`config.mk`:
```
export PLATFORM = sky130hd
export DESIGN_NAME = axi_write_burst
export DESIGN_NICKNAME = d
export VERILOG_FILES = /design/src/rtl/axi_write_burst.sv
export SDC_FILE = /design/constraint.sdc
export NUM_CORES = 2
export LEC_CHECK = 0
export ABC_AREA = 1
export BUFFER_PORTS_ARGS = -buffer_cell sky130_fd_sc_hd__buf_2
export CORE_AREA = 5 5 324 564
export CTS_BUF_LIST = sky130_fd_sc_hd__clkbuf_4 sky130_fd_sc_hd__clkbuf_8 sky130_fd_sc_hd__clkbuf_16
export CTS_CLUSTER_SIZE = 16
export DETAILED_ROUTE_END_ITERATION = 10
export DIE_AREA = 0 0 329 569
export HOLD_SLACK_MARGIN = 0.12
export PLACE_DENSITY = 0.66
export SYNTH_ARGS = -nofsm -noshare
export SYNTH_HDL_FRONTEND = slang
export SYNTH_SLANG_ARGS = --single-unit
```
`constraint.sdc`:
```
create_clock -name i_clk -period 6.9 [get_ports i_clk]
set_input_delay 1.035 -clock i_clk [delete_from_list [all_inputs] [get_ports i_clk]]
set_output_delay 1.035 -clock i_clk [all_outputs]
set_load 0.05 [all_outputs]
```
`src/rtl/axi_write_burst.sv`:
```
// Stream-to-AXI4 write master: buffers stream beats in a FWFT FIFO and writes
// fixed-length INCR bursts that walk a wrapping address window.
module axi_write_burst #(
    parameter int                    ADDR_WIDTH   = 32,
    parameter int                    DATA_WIDTH   = 64,
    parameter int                    BURST_LEN    = 16,
    parameter bit                    FLIP_BYTE    = 1'b0,
    parameter logic [ADDR_WIDTH-1:0] BASE_ADDR    = '0,
    parameter int                    ADDR_STEP    = 4096,
    parameter int                    REGION_BYTES = 65536
) (
    input  logic                                 i_clk,
    input  logic                                 i_rst_n,
    input  logic [DATA_WIDTH-1:0]                s_tdata,
    input  logic                                 s_tvalid,
    output logic                                 s_tready,
    output logic                                 o_wr_done,
    output logic                                 o_wr_err,
    output logic [$clog2(2*BURST_LEN):0]         o_fifo_cnt,
    output logic                                 m_axi_awid,
    output logic [ADDR_WIDTH-1:0]                m_axi_awaddr,
    output logic [7:0]                           m_axi_awlen,
    output logic [2:0]                           m_axi_awsize,
    output logic [1:0]                           m_axi_awburst,
    output logic                                 m_axi_awlock,
    output logic [3:0]                           m_axi_awcache,
    output logic [2:0]                           m_axi_awprot,
    output logic [3:0]                           m_axi_awqos,
    output logic                                 m_axi_awvalid,
    input  logic                                 m_axi_awready,
    output logic [DATA_WIDTH-1:0]                m_axi_wdata,
    output logic [DATA_WIDTH/8-1:0]              m_axi_wstrb,
    output logic                                 m_axi_wlast,
    output logic                                 m_axi_wvalid,
    input  logic                                 m_axi_wready,
    input  logic                                 m_axi_bid,
    input  logic [1:0]                           m_axi_bresp,
    input  logic                                 m_axi_bvalid,
    output logic                                 m_axi_bready
);
    localparam int                    DEPTH     = 2 * BURST_LEN;
    localparam int                    PTR_W     = $clog2(DEPTH);
    localparam int                    CNT_W     = $clog2(2 * BURST_LEN) + 1;
    localparam int                    NBYTES    = DATA_WIDTH / 8;
    localparam logic [ADDR_WIDTH-1:0] STEP      = ADDR_WIDTH'(ADDR_STEP);
    localparam logic [ADDR_WIDTH-1:0] WRAP_AT   = BASE_ADDR + ADDR_WIDTH'(REGION_BYTES) - STEP;
    localparam logic [7:0]            LAST_BEAT = 8'(BURST_LEN - 1);

    typedef enum logic [2:0] {S_IDLE, S_AW, S_W, S_B, S_DONE} state_t;

    state_t                r_state;
    state_t                w_next;
    logic [DATA_WIDTH-1:0] r_mem [DEPTH];
    logic [PTR_W-1:0]      r_wptr;
    logic [PTR_W-1:0]      r_rptr;
    logic [CNT_W-1:0]      r_cnt;
    logic                  r_rdy;
    logic [7:0]            r_beat;
    logic [1:0]            r_bresp;
    logic [ADDR_WIDTH-1:0] r_addr;
    logic [DATA_WIDTH-1:0] w_din;
    logic                  w_full;
    logic                  w_empty;
    logic                  w_push;
    logic                  w_pop;
    logic                  w_last;
    logic                  w_unused;

    function automatic logic [PTR_W-1:0] ptr_inc(input logic [PTR_W-1:0] p);
        return (p == PTR_W'(DEPTH - 1)) ? '0 : p + PTR_W'(1);
    endfunction

    generate
        if (FLIP_BYTE) begin : g_flip
            for (genvar i = 0; i < NBYTES; i++) begin : g_byte
                assign w_din[8*i +: 8] = s_tdata[8*(NBYTES-1-i) +: 8];
            end
        end else begin : g_pass
            assign w_din = s_tdata;
        end
    endgenerate

    // r_rdy keeps the stream stalled until the first clock after reset release.
    assign w_full     = (r_cnt == CNT_W'(DEPTH));
    assign w_empty    = (r_cnt == '0);
    assign s_tready   = r_rdy && !w_full;
    assign w_push     = s_tvalid && s_tready;
    assign w_pop      = m_axi_wvalid && m_axi_wready;
    assign w_last     = (r_beat == LAST_BEAT);
    assign o_fifo_cnt = r_cnt;
    assign w_unused   = m_axi_bid;

    always_ff @(posedge i_clk) begin
        if (w_push) begin
            r_mem[r_wptr] <= w_din;
        end
    end

    always_ff @(posedge i_clk or negedge i_rst_n) begin
        if (!i_rst_n) begin
            r_wptr <= '0;
            r_rptr <= '0;
            r_cnt  <= '0;
            r_rdy  <= 1'b0;
        end else begin
            r_rdy <= 1'b1;
            if (w_push) begin
                r_wptr <= ptr_inc(r_wptr);
            end
            if (w_pop) begin
                r_rptr <= ptr_inc(r_rptr);
            end
            if (w_push && !w_pop) begin
                r_cnt <= r_cnt + CNT_W'(1);
            end else if (w_pop && !w_push) begin
                r_cnt <= r_cnt - CNT_W'(1);
            end
        end
    end

    always_ff @(posedge i_clk or negedge i_rst_n) begin
        if (!i_rst_n) begin
            r_state <= S_IDLE;
        end else begin
            r_state <= w_next;
        end
    end

    always_comb begin
        w_next = r_state;
        case (r_state)
            S_IDLE:  if (r_cnt >= CNT_W'(BURST_LEN)) w_next = S_AW;
            S_AW:    if (m_axi_awready) w_next = S_W;
            S_W:     if (w_pop && w_last) w_next = S_B;
            S_B:     if (m_axi_bvalid) w_next = S_DONE;
            S_DONE:  w_next = S_IDLE;
            default: w_next = S_IDLE;
        endcase
    end

    // Error bursts still advance the address so the read side stays in step.
    always_ff @(posedge i_clk or negedge i_rst_n) begin
        if (!i_rst_n) begin
            r_beat  <= '0;
            r_bresp <= '0;
            r_addr  <= BASE_ADDR;
        end else begin
            if (w_pop) begin
                r_beat <= w_last ? 8'd0 : r_beat + 8'd1;
            end
            if (r_state == S_B && m_axi_bvalid) begin
                r_bresp <= m_axi_bresp;
            end
            if (r_state == S_DONE) begin
                r_addr <= (r_addr >= WRAP_AT) ? BASE_ADDR : r_addr + STEP;
            end
        end
    end

    always_comb begin
        m_axi_awvalid = (r_state == S_AW);
        m_axi_wvalid  = (r_state == S_W) && !w_empty;
        m_axi_wlast   = (r_state == S_W) && w_last;
        m_axi_bready  = (r_state == S_B);
        o_wr_done     = (r_state == S_DONE);
        o_wr_err      = (r_state == S_DONE) && (r_bresp != 2'b00);
    end

    assign m_axi_awid    = 1'b0;
    assign m_axi_awaddr  = r_addr;
    assign m_axi_awlen   = LAST_BEAT;
    assign m_axi_awsize  = 3'($clog2(NBYTES));
    assign m_axi_awburst = 2'b01;
    assign m_axi_awlock  = 1'b0;
    assign m_axi_awcache = 4'd3;
    assign m_axi_awprot  = 3'd0;
    assign m_axi_awqos   = 4'd0;
    assign m_axi_wdata   = r_mem[r_rptr];
    assign m_axi_wstrb   = '1;

endmodule

```
# After elaboration in Yosys (flattened, before gate mapping)

Memories as Yosys holds them, arrays and structs flattened.
Cells that the tools add are included.

Add/subtract/negate cells: 6
Magnitude comparators: 2
Equal/unequal tests: 12
Muxes and demuxes: 13
Reductions and logical operators: 19

Operators with widths:

| kind                                                                                  | number |
|---|---|
| 32-bit by 13-bit adder with 32-bit output, second input constant                      | 1 |
| 32-bit by 16-bit greater-or-equal comparator with 1-bit output, second input constant | 1 |
| 32-bit two-way mux                                                                    | 1 |
| 3-bit two-way mux                                                                     | 4 |
| 6-bit two-way mux                                                                     | 2 |
| 3-bit case mux with 4 select lines                                                    | 1 |
| 5-bit by 1-bit adder with 5-bit output, second input constant                         | 2 |
| 5-bit equality test, second input constant                                            | 2 |
| 1-bit logical AND                                                                     | 10 |
| 5-bit two-way mux                                                                     | 2 |
| 8-bit by 1-bit adder with 8-bit output, second input constant                         | 1 |
| 8-bit by 4-bit equality test with 1-bit output, second input constant                 | 1 |
| 8-bit two-way mux                                                                     | 1 |
| 6-bit by 1-bit adder with 6-bit output, second input constant                         | 1 |
| 3-bit by 2-bit equality test with 1-bit output, second input constant                 | 2 |
| 6-bit equality test, second input constant                                            | 1 |
| 6-bit by 5-bit greater-or-equal comparator with 1-bit output, second input constant   | 1 |
| 6-bit zero test                                                                       | 1 |
| 2-bit != test, second input constant                                                  | 3 |
| 6-bit by 1-bit subtractor with 6-bit output, second input constant                    | 1 |
| 1-bit zero test                                                                       | 4 |
| 4-bit AND reduction                                                                   | 1 |
| 2-bit nonzero test                                                                    | 2 |
| 3-bit by 1-bit equality test with 1-bit output, second input constant                 | 1 |
| other kinds (4)                                                                       | 5 |

Register bits: 62
RAM bits: 2048
Memories kept: 1

Memory list:

| name  | words | bits a word | rd ports | clocked after Yosys merged registers in | write ports | line | RTL |
|---|---|---|---|---|---|---|---|
| r_mem | 32    | 64          | 1        | 0                                       | 1           | 53   | `logic [DATA_WIDTH-1:0] r_mem [DEPTH];` |

# Logic depth before layout (Yosys ltp)

Depth in word-level cells: 8
Gate-level depth with buffers: 16
Depth with buffers taken out: 15

# Worst setup path before layout

OpenSTA, ideal clock, no wires.

Kind: input to register
From: input port s_tvalid
To: memory r_mem[1][0] (enable)
Arrival time: 5859 ps
Required time: 6335 ps
Slack: 476 ps
Stages: 5
Buffers on the path: 1
Cells stage by stage: inv_1 -> nor2_1 -> inv_1 -> clkbuf_1 -> nor3_1

Word-level cells in the longest chain between the ends: 3

RTL lines:

| element                                 | line | RTL |
|---|---|---|
| start, declared                         | 15   | `input logic s_tvalid,` |
| 1-bit logical AND                       | 87   | `assign w_push = s_tvalid && s_tready;` |
| 1-bit two-way mux                       | 94   | `if (w_push) begin` |
| 1-bit two-way mux (not written as such) | 95   | `r_mem[r_wptr] <= w_din;` |
| end, declared                           | 53   |  |

No other way between the ends.

# Worst setup path in the final report

From: register r_rptr[0]
To: output port m_axi_wdata[2]

Word-level cells in the longest chain between the ends: 1

RTL lines:

| element                 | line | RTL |
|---|---|---|
| start, declared         | 55   | `logic [PTR_W-1:0] r_rptr;` |
| start signal, assigned  | 111  | `r_rptr <= ptr_inc(r_rptr);` |
| memory read 32 x 64 bit | -    |  |
| end, declared           | 31   | `output logic [DATA_WIDTH-1:0] m_axi_wdata,` |

No other way between the ends.

==> metrics.txt <==
RR Startpoint=o_fifo_cnt[0]$_DFFE_PN0P_; die height=569 um; max incr delay on CP=around 900 ps; fin crit period=5670 ps; crit path max-delay cell type=dfrtp_4; Vias per Instance=5.45; CTS sink count=approximately 2.1k; post-CTS sizing=0; layout cells sized above 1=a little over 8%; first-pass GRT wire length=approximately 350,000 um; Crit Path Category=reg2out; CTS Buffer Depth=4; CTS Hold Buffers Added=0; cell count after synthesis=8,237; Reg clk slew, reported paths=approximately 60 ps; initial core utilization=between 40% and 50%; CTS root buf=clkbuf_16; HP Class=in2async; # DRC=0; clk_lat worst skew=approximately 850 ps; via count=between 50k and 60k; post-layout util=around 55%; max-slew violation count=0; die area=about 0.19 sq mm; final worst path period share=~80%; NumNets Final=8,381; total grt overflow=0; largest net degree at the start of global routing=215; drt initial violations=6,344; P&R area growth vs syn=10.2%; power density over the cells=403 mW/mm^2; final wirelength=236,000 um; antenna violations before repair=20; most frequent cells in the layout=3,000 x nand2_1, 2,048 x edfxtp_1, 963 x nor2_1, 655 x nand3_1, 548 x inv_1; Final Setup Violations=0; post-CTS setup buffer count=0; Rel. slew slack=19.3%; Critical Path Sink Type=primary output; synth unique cells=28; synth warn=0; Synth Cell Area=between 0.08 and 0.09 sq mm; IO Pins=between 200 and 250; gr usage total=24.6%; WP data arrival=~4600 ps; commonest non-fill, non-tap cell in the layout=nand2_1; outcome=complete, no violations; Initial DRT Pass Iterations=6; Port Buffers=168; Max IR drop VDD=approximately 0.00082 V; worst r2r path cells=10; fmax=176 MHz; vias in the first global route=57.0k; cell chain of the critical path=buf_12 -> buf_4 -> or2_2 -> nand3_1 -> nand2_1 -> nand2_1 -> nand3_1 -> nor2_1 -> nor2_1 -> buf_2; routed len/inst=21.8 um; TritonCTS buffer count=190; gp weighted congestion=just under 0.8; core area=~0.18 sq mm; CTS H-Tree Depth=4; Data required, critical path=5860 ps; R2R Path End=r_mem[31][43]$_DFFE_PP_; synthesized area per cell=10.7 sq um; RSZ-0062 raised after global routing=no; skew final=~45 ps; CP Launch Type=flop; Die W=around 330 um; end of the critical path=m_axi_wdata[2]; standard-cell row count=205; setup slack, reg-to-reg=3640 ps; post-synthesis sequential area ratio=71.3%; DP HPWL=around 120,000 um; post-route ant nets=0; Yosys reg bits=2,098; TritonCTS clock tree=yes; worst slew pin tran=between 1000 and 1500 ps; maximum net fanout on the critical path=around 180; Fin. Hold Viols=0; MaxCap Viol Count=0; TNS Setup=0 ps; CP startpoint=r_rptr[0]$_DFFE_PN0P_; Pleak=38.2 nW
==> worst min path at each step <==
stage | startpoint | endpoint | slack [ps] | cells past startpoint
after floorplan | r_bresp[1]$_DFFE_PN0P_ | r_bresp[1]$_DFFE_PN0P_ | 450 | 2
after detailed placement | r_bresp[0]$_DFFE_PN0P_ | r_bresp[0]$_DFFE_PN0P_ | 480 | 2
final | i_rst_n | m_axi_awaddr[31]$_DFFE_PN0P_ | 360 | 2
after global placement | r_bresp[1]$_DFFE_PN0P_ | r_bresp[1]$_DFFE_PN0P_ | 470 | 2
after global routing | i_rst_n | m_axi_awaddr[31]$_DFFE_PN0P_ | 390 | 2
after CTS | i_rst_n | r_wptr[0]$_DFFE_PN0P_ | 340 | 2
==> layout make-up <==
type	instances	area [sq um]
diodes	10	25.0
clock buffers	242	5160
clock inverters	86	817
fillers	14607	80700
inverters	558	2120
multi-input cells	5148	21200
flip-flops and latches	2098	62800
well taps	2380	2980
repair buffers	297	2000
==> critical path: cells and delay by family, from the launching register on <==
family                 cells  cell delay (ps)
DFF                        1              900
buffers and inverters      3             1670
and+or+nand+nor            7              890
==> flip-flops by register name, summed over array words and instances, names as in the netlist <==
| name | flops |
|---|---|
| r_beat | 8 |
| r_bresp | 2 |
| r_state | 3 |
| r_mem | 2048 |
| m_axi_awaddr | 20 |
| r_wptr | 5 |
| r_rptr | 5 |
| r_rdy | 1 |
| o_fifo_cnt | 6 |
==> synthesized netlist by cell type <==
cell / count / area, sq um
a21oi_1: 69 / 345
a31oi_1: 1 / 6.26
buf_1: 37 / 139
buf_2: 224 / 1120
buf_4: 64 / 480
buf_6: 5 / 56.3
clkbuf_1: 148 / 556
clkinv_1: 5 / 18.8
conb_1: 2 / 7.51
dfrtp_1: 50 / 1250
edfxtp_1: 2048 / 61500
fa_1: 1 / 20.0
ha_1: 14 / 175
inv_1: 549 / 2060
inv_2: 4 / 15.0
nand2_1: 3000 / 11300
nand3_1: 655 / 3280
nand4_1: 10 / 62.6
nor2_1: 963 / 3610
nor2_2: 1 / 6.26
nor3_1: 36 / 180
nor3b_1: 2 / 15.0
o211ai_1: 4 / 30.0
o21ai_0: 213 / 1070
o21ai_1: 58 / 290
or2_2: 65 / 407
xnor2_1: 4 / 35.0
xor2_1: 5 / 43.8
==> metal layers <==
| layer | global-route usage (%) | wire length [um] |
|---|---|---|
| met1 | 30.2 | 87500 |
| met4 | 11.2 | 10800 |
| met2 | 43.8 | 121000 |
| met3 | 2.98 | 16900 |
| met5 | 0 | 25 |
==> power by group <==
part	switching, mW	internal, mW
Clock	4.54	5.81
Sequential	0.293	14.4
Combinational	10.5	3.56
==> cell families after synthesis <==
logic type / Yosys count / synth area share (%)
AOI/OAI and AO/OA: 345 / 1.97
xor gates and xnor gates: 9 / 0.0895
adders and majority gates: 15 / 0.222
buffers and inverters: 1036 / 5.05
DFF: 2098 / 71.3
other: 2 / 0.00853
and+or+nand+nor: 4732 / 21.4
==> per-stage QoR <==
step	worst slack [ps]	cell area (sq um)	hold WS (ps)	power [mW]	std cells
floorplan	476	88200	450	24.9	8282
global placement	2120	91000	466	28.8	10481
detailed placement	2090	91000	483	29.0	10481
CTS	1210	97000	337	39.3	10809
global route	1030	97000	389	41.2	10817
finish	1230	97100	362	39.1	10819
Power figures use the tool's default switching activity.
